[config.mk]
export PLATFORM = sky130hd
export DESIGN_NAME = control_multiciclo
export DESIGN_NICKNAME = d
export VERILOG_FILES = /design/src/rtl/control_pkg.sv /design/src/rtl/cond_check.sv /design/src/rtl/control_multiciclo.sv
export SDC_FILE = /design/constraint.sdc
export NUM_CORES = 1
export LEC_CHECK = 0
export CORE_UTILIZATION = 42
export DETAILED_ROUTE_END_ITERATION = 16
export PLACE_DENSITY = 0.84
export SLEW_MARGIN = 15
export SYNTH_ARGS = -nofsm -noshare
export SYNTH_HDL_FRONTEND = slang
export SYNTH_SLANG_ARGS = --single-unit
[constraint.sdc]
create_clock -name clk -period 3.2 [get_ports clk]
set_input_delay 0.64 -clock clk [delete_from_list [all_inputs] [get_ports clk]]
set_output_delay 0.64 -clock clk [all_outputs]
set_load 0.01 [all_outputs]
[src/rtl/control_pkg.sv]
// rtl/control_pkg.sv - shared encodings for the multicycle main controller
package control_pkg;

  // Controller states, one per sequencing step of an instruction
  typedef enum logic [3:0] {
    S_FETCH    = 4'd0,
    S_DECODE   = 4'd1,
    S_MEMADR   = 4'd2,
    S_MEMREAD  = 4'd3,
    S_MEMWB    = 4'd4,
    S_MEMWRITE = 4'd5,
    S_EXECUTER = 4'd6,
    S_EXECUTEI = 4'd7,
    S_ALUWB    = 4'd8,
    S_BRANCH   = 4'd9
  } state_t;

  // ALU operation codes driven on ALU_control
  localparam logic [3:0] ALU_ADD = 4'b0000;
  localparam logic [3:0] ALU_SUB = 4'b0001;
  localparam logic [3:0] ALU_AND = 4'b0010;
  localparam logic [3:0] ALU_ORR = 4'b0011;

  // Instruction cmd field values
  localparam logic [3:0] CMD_AND = 4'b0000;
  localparam logic [3:0] CMD_SUB = 4'b0010;
  localparam logic [3:0] CMD_ADD = 4'b0100;
  localparam logic [3:0] CMD_ORR = 4'b1100;

  // Instruction op field values
  localparam logic [1:0] OP_DP  = 2'b00;
  localparam logic [1:0] OP_MEM = 2'b01;
  localparam logic [1:0] OP_BR  = 2'b10;

  // Condition codes
  localparam logic [3:0] COND_EQ = 4'b0000;
  localparam logic [3:0] COND_NE = 4'b0001;
  localparam logic [3:0] COND_CS = 4'b0010;
  localparam logic [3:0] COND_CC = 4'b0011;
  localparam logic [3:0] COND_MI = 4'b0100;
  localparam logic [3:0] COND_PL = 4'b0101;
  localparam logic [3:0] COND_VS = 4'b0110;
  localparam logic [3:0] COND_VC = 4'b0111;
  localparam logic [3:0] COND_HI = 4'b1000;
  localparam logic [3:0] COND_LS = 4'b1001;
  localparam logic [3:0] COND_GE = 4'b1010;
  localparam logic [3:0] COND_LT = 4'b1011;
  localparam logic [3:0] COND_GT = 4'b1100;
  localparam logic [3:0] COND_LE = 4'b1101;
  localparam logic [3:0] COND_AL = 4'b1110;

  // ALU_src_B selections
  localparam logic [1:0] SRCB_REG  = 2'b00;
  localparam logic [1:0] SRCB_IMM  = 2'b01;
  localparam logic [1:0] SRCB_FOUR = 2'b10;

  // result_src selections
  localparam logic [1:0] RES_ALUOUT = 2'b00;
  localparam logic [1:0] RES_MEM    = 2'b01;
  localparam logic [1:0] RES_ALU    = 2'b10;

  // Map an instruction cmd field onto an ALU operation; unknown cmds add
  function automatic logic [3:0] decode_cmd(input logic [3:0] cmd);
    case (cmd)
      CMD_ADD: decode_cmd = ALU_ADD;
      CMD_SUB: decode_cmd = ALU_SUB;
      CMD_AND: decode_cmd = ALU_AND;
      CMD_ORR: decode_cmd = ALU_ORR;
      default: decode_cmd = ALU_ADD;
    endcase
  endfunction

endpackage

[src/rtl/cond_check.sv]
// rtl/cond_check.sv - NZCV flags register and condition evaluation
module cond_check
  import control_pkg::*;
(
  input  logic       clk,
  input  logic       rst_n,
  input  logic [3:0] cond_i,
  input  logic [3:0] alu_flags_i,
  input  logic       flag_update_i,
  input  logic       arith_i,
  output logic [3:0] flags_o,
  output logic       cond_ex_o
);

  logic [3:0] flags_q;
  logic       n_f, z_f, c_f, v_f;
  logic       nz_we, cv_we;

  assign {n_f, z_f, c_f, v_f} = flags_q;

  // A failed condition suppresses the flag write too; logical ops leave C and V alone
  assign nz_we = flag_update_i & cond_ex_o;
  assign cv_we = nz_we & arith_i;

  // Evaluate the condition against the flags as they stood before this instruction
  always_comb begin
    cond_ex_o = 1'b0;
    case (cond_i)
      COND_EQ: cond_ex_o = z_f;
      COND_NE: cond_ex_o = ~z_f;
      COND_CS: cond_ex_o = c_f;
      COND_CC: cond_ex_o = ~c_f;
      COND_MI: cond_ex_o = n_f;
      COND_PL: cond_ex_o = ~n_f;
      COND_VS: cond_ex_o = v_f;
      COND_VC: cond_ex_o = ~v_f;
      COND_HI: cond_ex_o = c_f & ~z_f;
      COND_LS: cond_ex_o = ~c_f | z_f;
      COND_GE: cond_ex_o = (n_f == v_f);
      COND_LT: cond_ex_o = (n_f != v_f);
      COND_GT: cond_ex_o = ~z_f & (n_f == v_f);
      COND_LE: cond_ex_o = z_f | (n_f != v_f);
      COND_AL: cond_ex_o = 1'b1;
      default: cond_ex_o = 1'b0;
    endcase
  end

  // Flags register with separate N/Z and C/V write enables
  always_ff @(posedge clk or negedge rst_n) begin
    if (!rst_n) begin
      flags_q <= 4'b0000;
    end else begin
      if (nz_we) flags_q[3:2] <= alu_flags_i[3:2];
      if (cv_we) flags_q[1:0] <= alu_flags_i[1:0];
    end
  end

  assign flags_o = flags_q;

endmodule

[src/rtl/control_multiciclo.sv]
// rtl/control_multiciclo.sv - multicycle Moore main controller
module control_multiciclo
  import control_pkg::*;
(
  input  logic       clk,
  input  logic       rst_n,
  input  logic [3:0] cond,
  input  logic [1:0] op,
  input  logic [5:0] funct,
  input  logic [3:0] rd,
  input  logic [3:0] ALU_flags,
  output logic       PC_write,
  output logic       adr_src,
  output logic       IR_write,
  output logic       mem_write,
  output logic       reg_write,
  output logic       ALU_src_A,
  output logic [1:0] ALU_src_B,
  output logic [3:0] ALU_control,
  output logic [1:0] result_src,
  output logic [1:0] imm_src,
  output logic [1:0] reg_src,
  output logic [3:0] flags
);

  state_t     state_q, state_d;
  logic       cond_ex;
  logic [3:0] alu_op;
  logic       in_execute;
  logic       flag_update;
  logic       arith;
  logic       rd_is_pc;

  assign alu_op      = decode_cmd(funct[4:1]);
  assign in_execute  = (state_q == S_EXECUTER) || (state_q == S_EXECUTEI);
  assign flag_update = in_execute & funct[0];
  assign arith       = (alu_op == ALU_ADD) || (alu_op == ALU_SUB);
  assign rd_is_pc    = (rd == 4'b1111);

  cond_check u_cond_check (
    .clk          (clk),
    .rst_n        (rst_n),
    .cond_i       (cond),
    .alu_flags_i  (ALU_flags),
    .flag_update_i(flag_update),
    .arith_i      (arith),
    .flags_o      (flags),
    .cond_ex_o    (cond_ex)
  );

  // State register; reset parks the sequencer in FETCH at once
  always_ff @(posedge clk or negedge rst_n) begin
    if (!rst_n) state_q <= S_FETCH;
    else        state_q <= state_d;
  end

  // Next-state sequencing
  always_comb begin
    state_d = S_FETCH;
    case (state_q)
      S_FETCH:  state_d = S_DECODE;
      S_DECODE: begin
        case (op)
          OP_MEM:  state_d = S_MEMADR;
          OP_DP:   state_d = funct[5] ? S_EXECUTEI : S_EXECUTER;
          OP_BR:   state_d = S_BRANCH;
          default: state_d = S_FETCH;
        endcase
      end
      S_MEMADR:   state_d = funct[0] ? S_MEMREAD : S_MEMWRITE;
      S_MEMREAD:  state_d = S_MEMWB;
      S_EXECUTER: state_d = S_ALUWB;
      S_EXECUTEI: state_d = S_ALUWB;
      default:    state_d = S_FETCH;
    endcase
  end

  // Moore output decode, with architectural writes gated by cond_ex
  always_comb begin
    PC_write    = 1'b0;
    adr_src     = 1'b0;
    IR_write    = 1'b0;
    mem_write   = 1'b0;
    reg_write   = 1'b0;
    ALU_src_A   = 1'b0;
    ALU_src_B   = SRCB_REG;
    ALU_control = ALU_ADD;
    result_src  = RES_ALUOUT;
    case (state_q)
      S_FETCH: begin
        IR_write   = 1'b1;
        ALU_src_A  = 1'b1;
        ALU_src_B  = SRCB_FOUR;
        result_src = RES_ALU;
        PC_write   = 1'b1;
      end
      S_DECODE: begin
        ALU_src_A  = 1'b1;
        ALU_src_B  = SRCB_FOUR;
        result_src = RES_ALU;
      end
      S_MEMADR: begin
        ALU_src_B = SRCB_IMM;
      end
      S_MEMREAD: begin
        adr_src = 1'b1;
      end
      S_MEMWRITE: begin
        adr_src   = 1'b1;
        mem_write = cond_ex;
      end
      S_MEMWB: begin
        result_src = RES_MEM;
        reg_write  = cond_ex & ~rd_is_pc;
        PC_write   = cond_ex & rd_is_pc;
      end
      S_EXECUTER: begin
        ALU_src_B   = SRCB_REG;
        ALU_control = alu_op;
      end
      S_EXECUTEI: begin
        ALU_src_B   = SRCB_IMM;
        ALU_control = alu_op;
      end
      S_ALUWB: begin
        result_src = RES_ALUOUT;
        reg_write  = cond_ex & ~rd_is_pc;
        PC_write   = cond_ex & rd_is_pc;
      end
      S_BRANCH: begin
        ALU_src_B  = SRCB_IMM;
        result_src = RES_ALU;
        PC_write   = cond_ex;
      end
      default: ;
    endcase
  end

  assign imm_src = op;
  assign reg_src = {op == OP_MEM, op == OP_BR};

endmodule

# Word-level counts from Yosys, hierarchy flattened
# Index checks and enable logic that the tools add are counted.
dict set report word_totals {
  register_bits 8
  input_bits 22
  word_cells 76
}
dict set report classes {
  eq_ne 31
  muxes 15
  bitwise_logic 14
  reduce_logical 13
}
# cell count
set ops {}
lappend ops {{$eq A4 B4 Y1 const B} 11}
lappend ops {{$eq A4 B3 Y1 const B} 8}
lappend ops {{$eq A4 B2 Y1 const B} 5}
lappend ops {{$pmux W4 S5} 1}
lappend ops {{$logic_not A4 Y1} 4}
lappend ops {{$pmux W1 S15} 1}
lappend ops {{$eq A4 B1 Y1 const B} 3}
lappend ops {{$pmux W4 S3} 1}
lappend ops {{$pmux W2 S2} 2}
lappend ops {{$reduce_or A2 Y1} 4}
lappend ops {{$and A1 B1 Y1} 7}
lappend ops {{$mux W1} 6}
lappend ops {{$pmux W2 S3} 1}
lappend ops {{$reduce_or A3 Y1} 2}
lappend ops {{$not A1 Y1} 5}
lappend ops {{$mux W4} 1}
lappend ops {{$mux W3} 1}
lappend ops {{$pmux W1 S3} 1}
lappend ops {{$eq A2 B1 Y1 const B} 1}
lappend ops {{$eq A2 B2 Y1 const B} 1}
lappend ops {{$logic_not A2 Y1} 1}
lappend ops {{$logic_or A1 B1 Y1} 2}
lappend ops {{$or A1 B1 Y1} 2}
lappend ops {{$eq A1 B1 Y1} 1}
lappend ops {{$ne A1 B1 Y1} 1}

# Logic depth before layout (Yosys ltp)
# Gate-level depths: netlist of run 1.
dict set report logic_depth {
  ltp_word 5
  ltp_mapped 6
  ltp_nobuf 5
}

# Cells and area by module
# From an unflattened synthesis of run 1, not the netlist that was laid out.
dict set report unflattened {
  cells_unflattened 100
  area_unflattened_um2 814.5
}
# mod n_inst cells_per_inst area_per_inst_um2 seq_area_each_um2
set modules_own_cells {}
lappend modules_own_cells {control_multiciclo 1 63 460.4 100.1}
lappend modules_own_cells {cond_check 1 37 354.1 100.1}

# Worst setup path after synthesis of run 1
# No wires, ideal clock.
dict set report synth_path {
  path_kind {input to output}
  from {input cond[2]}
  to {output reg_write}
  arrival_time_ns 2.102
  path_slack_ns 0.458
  stages 6
  path_cell_list {buf_6 or4b_1 a311oi_2 a2111oi_2 and3_1 nor4_2}
}
dict set report synth_between {
  elab_chain_len 4
}
# element line_no
set synth_lines {}
lappend synth_lines {{start: declaration} control_multiciclo.sv:7} ;# input logic [3:0] cond,
lappend synth_lines {{$eq A4 B4 Y1, or another cell as far along} cond_check.sv:28} ;# case (cond_i)
lappend synth_lines {{$pmux W1 S15 *} cond_check.sv:28}
lappend synth_lines {{$and A1 B1 Y1 *} {control_multiciclo.sv:114, control_multiciclo.sv:127}}
lappend synth_lines {{$mux W1 *} --}
lappend synth_lines {{end: declaration} control_multiciclo.sv:16} ;# output logic reg_write,
# Every way passes the cells marked *; elsewhere a longest branch is shown, timed or not.

# Final worst setup path of run 1
dict set report layout_path {
  from {input cond[2]}
  to {output PC_write}
}
dict set report layout_between {
  elab_chain_len 4
}
# element line_no
set layout_lines {}
lappend layout_lines {{$eq A4 B4 Y1, or another cell as far along} cond_check.sv:28}
lappend layout_lines {{$pmux W1 S15 *} cond_check.sv:28}
lappend layout_lines {{$and A1 B1 Y1} {control_multiciclo.sv:115, control_multiciclo.sv:128}}
lappend layout_lines {{$pmux W1 S3 *} control_multiciclo.sv:89} ;# case (state_q)
lappend layout_lines {{end: declaration} control_multiciclo.sv:12} ;# output logic PC_write,
# Marked as above.

==> results of run 1 <==
-- cells in the final DEF (no fill, tap or decap), types with 4 or more instances in the layout --
cell type and instances:
buf_4 12, clkdlybuf4s50_1 35, dfrtp_1 8, o21ai_0 7, nand2_1 7, nor2_1 15, mux2_1 4, nor3_1 5
a31oi_1 4, nand2b_1 4
-- what timing repair did --
item,CTS,global route
gates resized for setup,15,1
endpoints found under the setup margin,3,2
pin swaps,2,0
setup buffers,0,0
endpoints found under the hold margin,0,0
-- metal layers --
layer,wire [um],up-vias
li1,-,470
met1,1030,426
met2,1270,45
met3,192,4
met4,19,0
met5,0,-
-- cell families (layout without fill, tap and decap cells) --
kind of cell / Yosys count / after routing / share of synthesized area, %
AND/OR/NAND/NOR: 53 / 53 / 35.1
AO/OA/AOI/OAI: 22 / 22 / 18.1
buffers and inverters: 14 / 59 / 11.0
flip-flops: 8 / 8 / 23.4
multiplexers: 7 / 7 / 8.92
XOR/XNOR: 3 / 3 / 3.07
other: 1 / 2 / 0.438
-- sequential cells by signal (all words and copies together), names as in the netlist --
signal	flops
state_q	4
u_cond_check.flags_o	4
-- power breakdown --
group / switching, mW / internal [mW] / leakage, nW
Clock: 0.0357 / 0.0430 / 0.0138
Sequential: 0.0741 / 0.134 / 0.106
Combinational: 0.219 / 0.278 / 0.419
Total: 0.329 / 0.456 / 0.539
-- stage by stage --
step	area (um2)	instances	worst slack [ns]	total power, mW	hold WS (ns)
5_1_grt	1330	179	0.0856	0.843	0.611
6_report	1330	179	0.137	0.785	0.602
3_5_place_dp	1310	176	-0.464	0.704	0.592
2_1_floorplan	860	109	0.458	0.466	0.344
4_1_cts	1330	179	0.0223	0.791	0.605
3_3_place_gp	1310	176	-0.417	0.698	0.572
-- area by class of cell --
type | instances | area, um2
inverter | 3 | 11.3
multi-input combinational | 87 | 574
sequential | 8 | 200
fill | 147 | 489
tap | 25 | 31.3
timing repair buffer | 53 | 492
clock buffer | 3 | 22.5
-- path summary, 6_finish.rpt --
path | end
min in group asynchronous | u_cond_check.flags_o[2]$_DFFE_PN0P_
max in group asynchronous | state_q[0]$_DFF_PN0_
worst max-delay path | PC_write
worst min register to register | u_cond_check.flags_o[1]$_DFFE_PN0P_
worst min-delay path | u_cond_check.flags_o[1]$_DFFE_PN0P_
worst max register to register | u_cond_check.flags_o[0]$_DFFE_PN0P_
==> flow_summary.toml, run 1 <==
[run_status]
status = "complete, no violations"

[timing]
rsz0062_at_grt = "false"
post-route-min-period_ns = 3.06
tns_ns = 0
finalSetupViolCount = 0
slew_viol_final = 0
skew_ns = 0.00136
finalHoldViolations = 0
fmax_mhz = 326
period_share_pct = 95.7

[clock_network]
cts_made_buffers = 3
cts_tree = "built"
h-tree-depth = 1
clkSinkCount = 8
cts_buffer_depth = 2
clock_latency_ns = 0.26
cts_hold_buf = 0
root_buffer = "clkbuf_4"
clk_pin_slew_worst_paths_ns = 0.05

[floorplanning]
dieArea_mm2 = 0.00222
io-pin-count = 44
num_rows = 15
die_y_um = 47.1
die_x_um = 47.1
initial_utilization_pct = 47.0
core-area_mm2 = 0.00182

[grt]
grt.busiest_layer = "met2"
grt_util_met1_pct = 27.4
grt.overflow.total = 0
antenna_found_initial = 0
grt_use_met3_pct = 8.46
grt_usage_pct = 25.1
grt_max_degree = 18
grt_pass1_vias = 883
grt_pass1_wl_um = 3800
grt_use_met2_pct = 46.4

[logic_synthesis]
synth_top_area_share_pct = 23.4
syn_area_um2 = 856
ys_warn_count = 0
syn_area_per_cell_um2 = 7.92
synth_area_leaders = "dfrtp_1 (23%), nor2_1 (6.6%), mux2_1 (5.3%)"
synth_ff_type = "dfrtp_1"
synth_top_area_cell = "dfrtp_1"
syn_inst = 108
synth_edf_count = 0
yosysMostFrequentCell = "nor2_1"
async_flop_share_pct = 100
synth-seq-area-share_pct = 23.4
yosys-top-cells-count = "nor2_1 (15), dfrtp_1 (8), nand2_1 (7), o21ai_0 (7)"
synth.distinct_cells = 40
ys_ff_latch = 8

[detailed_routing]
drt_iter0_drc = 15
wl_um = 2510
dr.pass1.iters = 4
wl_per_cell_um = 14.0
via_per_inst = 5.28
num_vias = 945
drc = 0
ant_nets = 0

[place]
portBuffers = 41
place_congestion = 0.819
post-dp-hpwl_um = 1940

[finish]
final_nets = 178
drive_gt1_share_pct = 20.1
antennaDiodeCount = 0
final_core_util_pct = 73.1
syn2layout_area_growth_pct = 55.6

[critical_path]
r2r_cells = 6
worstPathMaxFanout = 4
path_buf_inv = 2
ff2ff_setup_slack_ns = 0.99
critPathRequiredTime_ns = 2.56
path_class = "in -> out"
crit_path_end_kind = "primary output"
arrival_ns = 2.42
max_stage_delay_ns = 0.54
path_delay_family = "simple AND/OR/NAND/NOR gates"
slowest_stage = "or4b_4"
reg2reg_from = "u_cond_check.flags_o[0]$_DFFE_PN0P_"
path_depth = 7
crit_start = "cond[2]"
crit_path_start_kind = "input port"
path_cells = "dlygate4sd2_1 -> or4b_4 -> a311oi_2 -> a2111oi_2 -> and3_4 -> o21bai_1 -> clkdlybuf4s15_2"

[power]
power_density_mw_per_mm2 = 590
vdd_ir_drop_max_v = 0.000430
leakagePower_nw = 0.539

[job]
cap_violations = 0

[min_path]
min_delay_path_depth = 1
worstHoldStart = "u_cond_check.flags_o[1]$_DFFE_PN0P_"
hold_class = "reg -> reg"
No activity file was read; power rests on OpenSTA's default activity.
==> run 2: changes to the inputs <==
CORE_MARGIN = 3   (was default)
GPL_TIMING_DRIVEN = 0   (was default)
SKIP_LAST_GASP = 1   (was default)
==> flow_summary.toml, run 2 (synthesized netlist as in run 1, its figures left out) <==
[run_status]
status = "complete, no violations"

[power]
power_frac_seq_pct = 22.2
swShare_pct = 42.9
combPwrFrac_pct = 68.2
power_density_mw_per_mm2 = 591
vdd_ir_drop_max_v = 0.000517
pwr-share-clk_pct = 9.5
power_uw = 810
p_int_uw = 462
p_sw_uw = 347
leakagePower_nw = 0.558

[critical_path]
crit_path_end_kind = "primary output"
crit_path_start_kind = "input port"
worstPathMaxFanout = 10
slowest_stage = "or4b_4"
critPathRequiredTime_ns = 2.56
path_class = "in -> out"
arrival_ns = 2.32
path_buf_inv = 2
path_delay_family = "simple AND/OR/NAND/NOR gates"
max_stage_delay_ns = 0.55
path_cells = "buf_6 -> or4b_4 -> a311oi_4 -> a2111oi_4 -> and3_4 -> nor4_4 -> buf_2"

[grt]
grt.overflow.total = 0
grt_usage_pct = 20.6
grt_pass1_vias = 958
grt_max_degree = 11
grt_pass1_wl_um = 4060
antenna_found_initial = 0

[finish]
drive_gt1_share_pct = 19.5
seq_area_um2 = 200
multi_input_area_um2 = 613
syn2layout_area_growth_pct = 59.9
final_nets = 178
final_cell_mix = "clkdlybuf4s50_1 (34), nor2_1 (15), dfrtp_1 (8)"
fillers = 146
final_common_cell = "clkdlybuf4s50_1"
final_core_util_pct = 75.2
antennaDiodeCount = 0

[clock_network]
cts_buffer_depth = 2
cts_made_buffers = 3
cts_tree = "built"
clock_latency_ns = 0.26
clk_pin_slew_worst_paths_ns = 0.05
h-tree-depth = 1
clkSinkCount = 8
root_buffer = "clkbuf_4"

[timing]
finalSetupViolCount = 0
timing.final.ws_setup_ns = 0.240
period_share_pct = 92.5
slew_viol_final = 0
rsz0062_at_grt = "false"
skew_ns = 0.00195
finalHoldViolations = 0
fmax_mhz = 338
post-route-min-period_ns = 2.96

[floorplanning]
dieArea_mm2 = 0.00262
die_y_um = 51.1
io-pin-count = 44
die_x_um = 51.1
core-area_mm2 = 0.00182
initial_utilization_pct = 47.0
num_rows = 15

[detailed_routing]
dr.pass1.iters = 4
ant_nets = 0
via_per_inst = 5.28
drc = 0
num_vias = 946
drt_iter0_drc = 7
wl_um = 2520
wl_per_cell_um = 14.1

[place]
portBuffers = 40
post-dp-hpwl_um = 1890
dp_worst_setup_slack_ns = -0.507
place_congestion = 0.783

[job]
cap_violations = 0

[min_path]
hold_class = "reg -> reg"
==> run 2: cell types whose count changed in the layout (fill, tap and decap cells not counted), moves of 2 or more <==
cell,delta
dlymetal6s2s_1,+2
clkbuf_1,+3
dlygate4sd2_1,-2
buf_4,-5
buf_6,+3
==> run 2: per-stage QoR <==
step	setup TNS, ns	std cells	hold slack (ns)	cell area (um2)
floorplan	0	109	0.344	860
global route	0	179	0.644	1370
CTS	0	178	0.602	1320
detailed placement	-1.35	174	0.590	1290
global placement	-1.26	174	0.565	1290
finish	0	179	0.603	1370
==> run 2: cell type report <==
cell class / instances / share of cell area (%)
Buffer: 11 / 6.03
Clock buffer: 3 / 1.65
Inverter: 3 / 0.823
Multi-Input combinational cell: 87 / 44.8
Sequential cell: 8 / 14.6
Tap cell: 25 / 2.29
Timing Repair Buffer: 42 / 29.8
==> run 2: final timing paths <==
path | startpoint | end | slack [ns] | depth (start not counted)
worst max register to register | u_cond_check.flags_o[0]$_DFFE_PN0P_ | u_cond_check.flags_o[2]$_DFFE_PN0P_ | 0.98 | 5
worst max-delay path | cond[2] | reg_write | 0.24 | 7
min in group asynchronous | rst_n | u_cond_check.flags_o[3]$_DFFE_PN0P_ | 0.65 | 1
worst min-delay path | u_cond_check.flags_o[1]$_DFFE_PN0P_ | u_cond_check.flags_o[1]$_DFFE_PN0P_ | 0.60 | 1
max in group asynchronous | rst_n | state_q[1]$_DFF_PN0_ | 2.29 | 1
worst min register to register | u_cond_check.flags_o[1]$_DFFE_PN0P_ | u_cond_check.flags_o[1]$_DFFE_PN0P_ | 0.60 | 1
==> run 2: worst reg2reg max path, delay by kind of cell (launching register included) <==
| kind | cells | cell delay (ns) |
|---|---|---|
| AOI/OAI and AO/OA | 3 | 0.74 |
| muxes | 1 | 0.36 |
| DFF | 1 | 0.46 |
| and+or+nand+nor | 1 | 0.56 |
==> run 2: timing repair <==
item / in CTS / in global routing
endpoints found under the setup margin: 3 / 3
gates resized for setup: 13 / 8
hold buffers: 0 / 0
buffers inserted: 1 / 1
pin swaps: 1 / 2
==> run 2: power groups by stage <==
stage	sequential (mW)	clock (mW)	combinational [mW]
floorplan	0.174	0	0.292
global placement	0.175	0	0.531
detailed placement	0.179	0	0.535
CTS	0.178	0.0787	0.541
global route	0.187	0.0845	0.602
finish	0.180	0.0771	0.552
==> run 2: layer usage <==
metal | vias to the layer above | wire length (um) | global-route usage, %
met5 | - | 0 | 0
met4 | 0 | 55 | 11.2
met3 | 7 | 190 | 5.83
met2 | 36 | 1320 | 38.2
met1 | 431 | 955 | 20.2
li1 | 472 | - | -
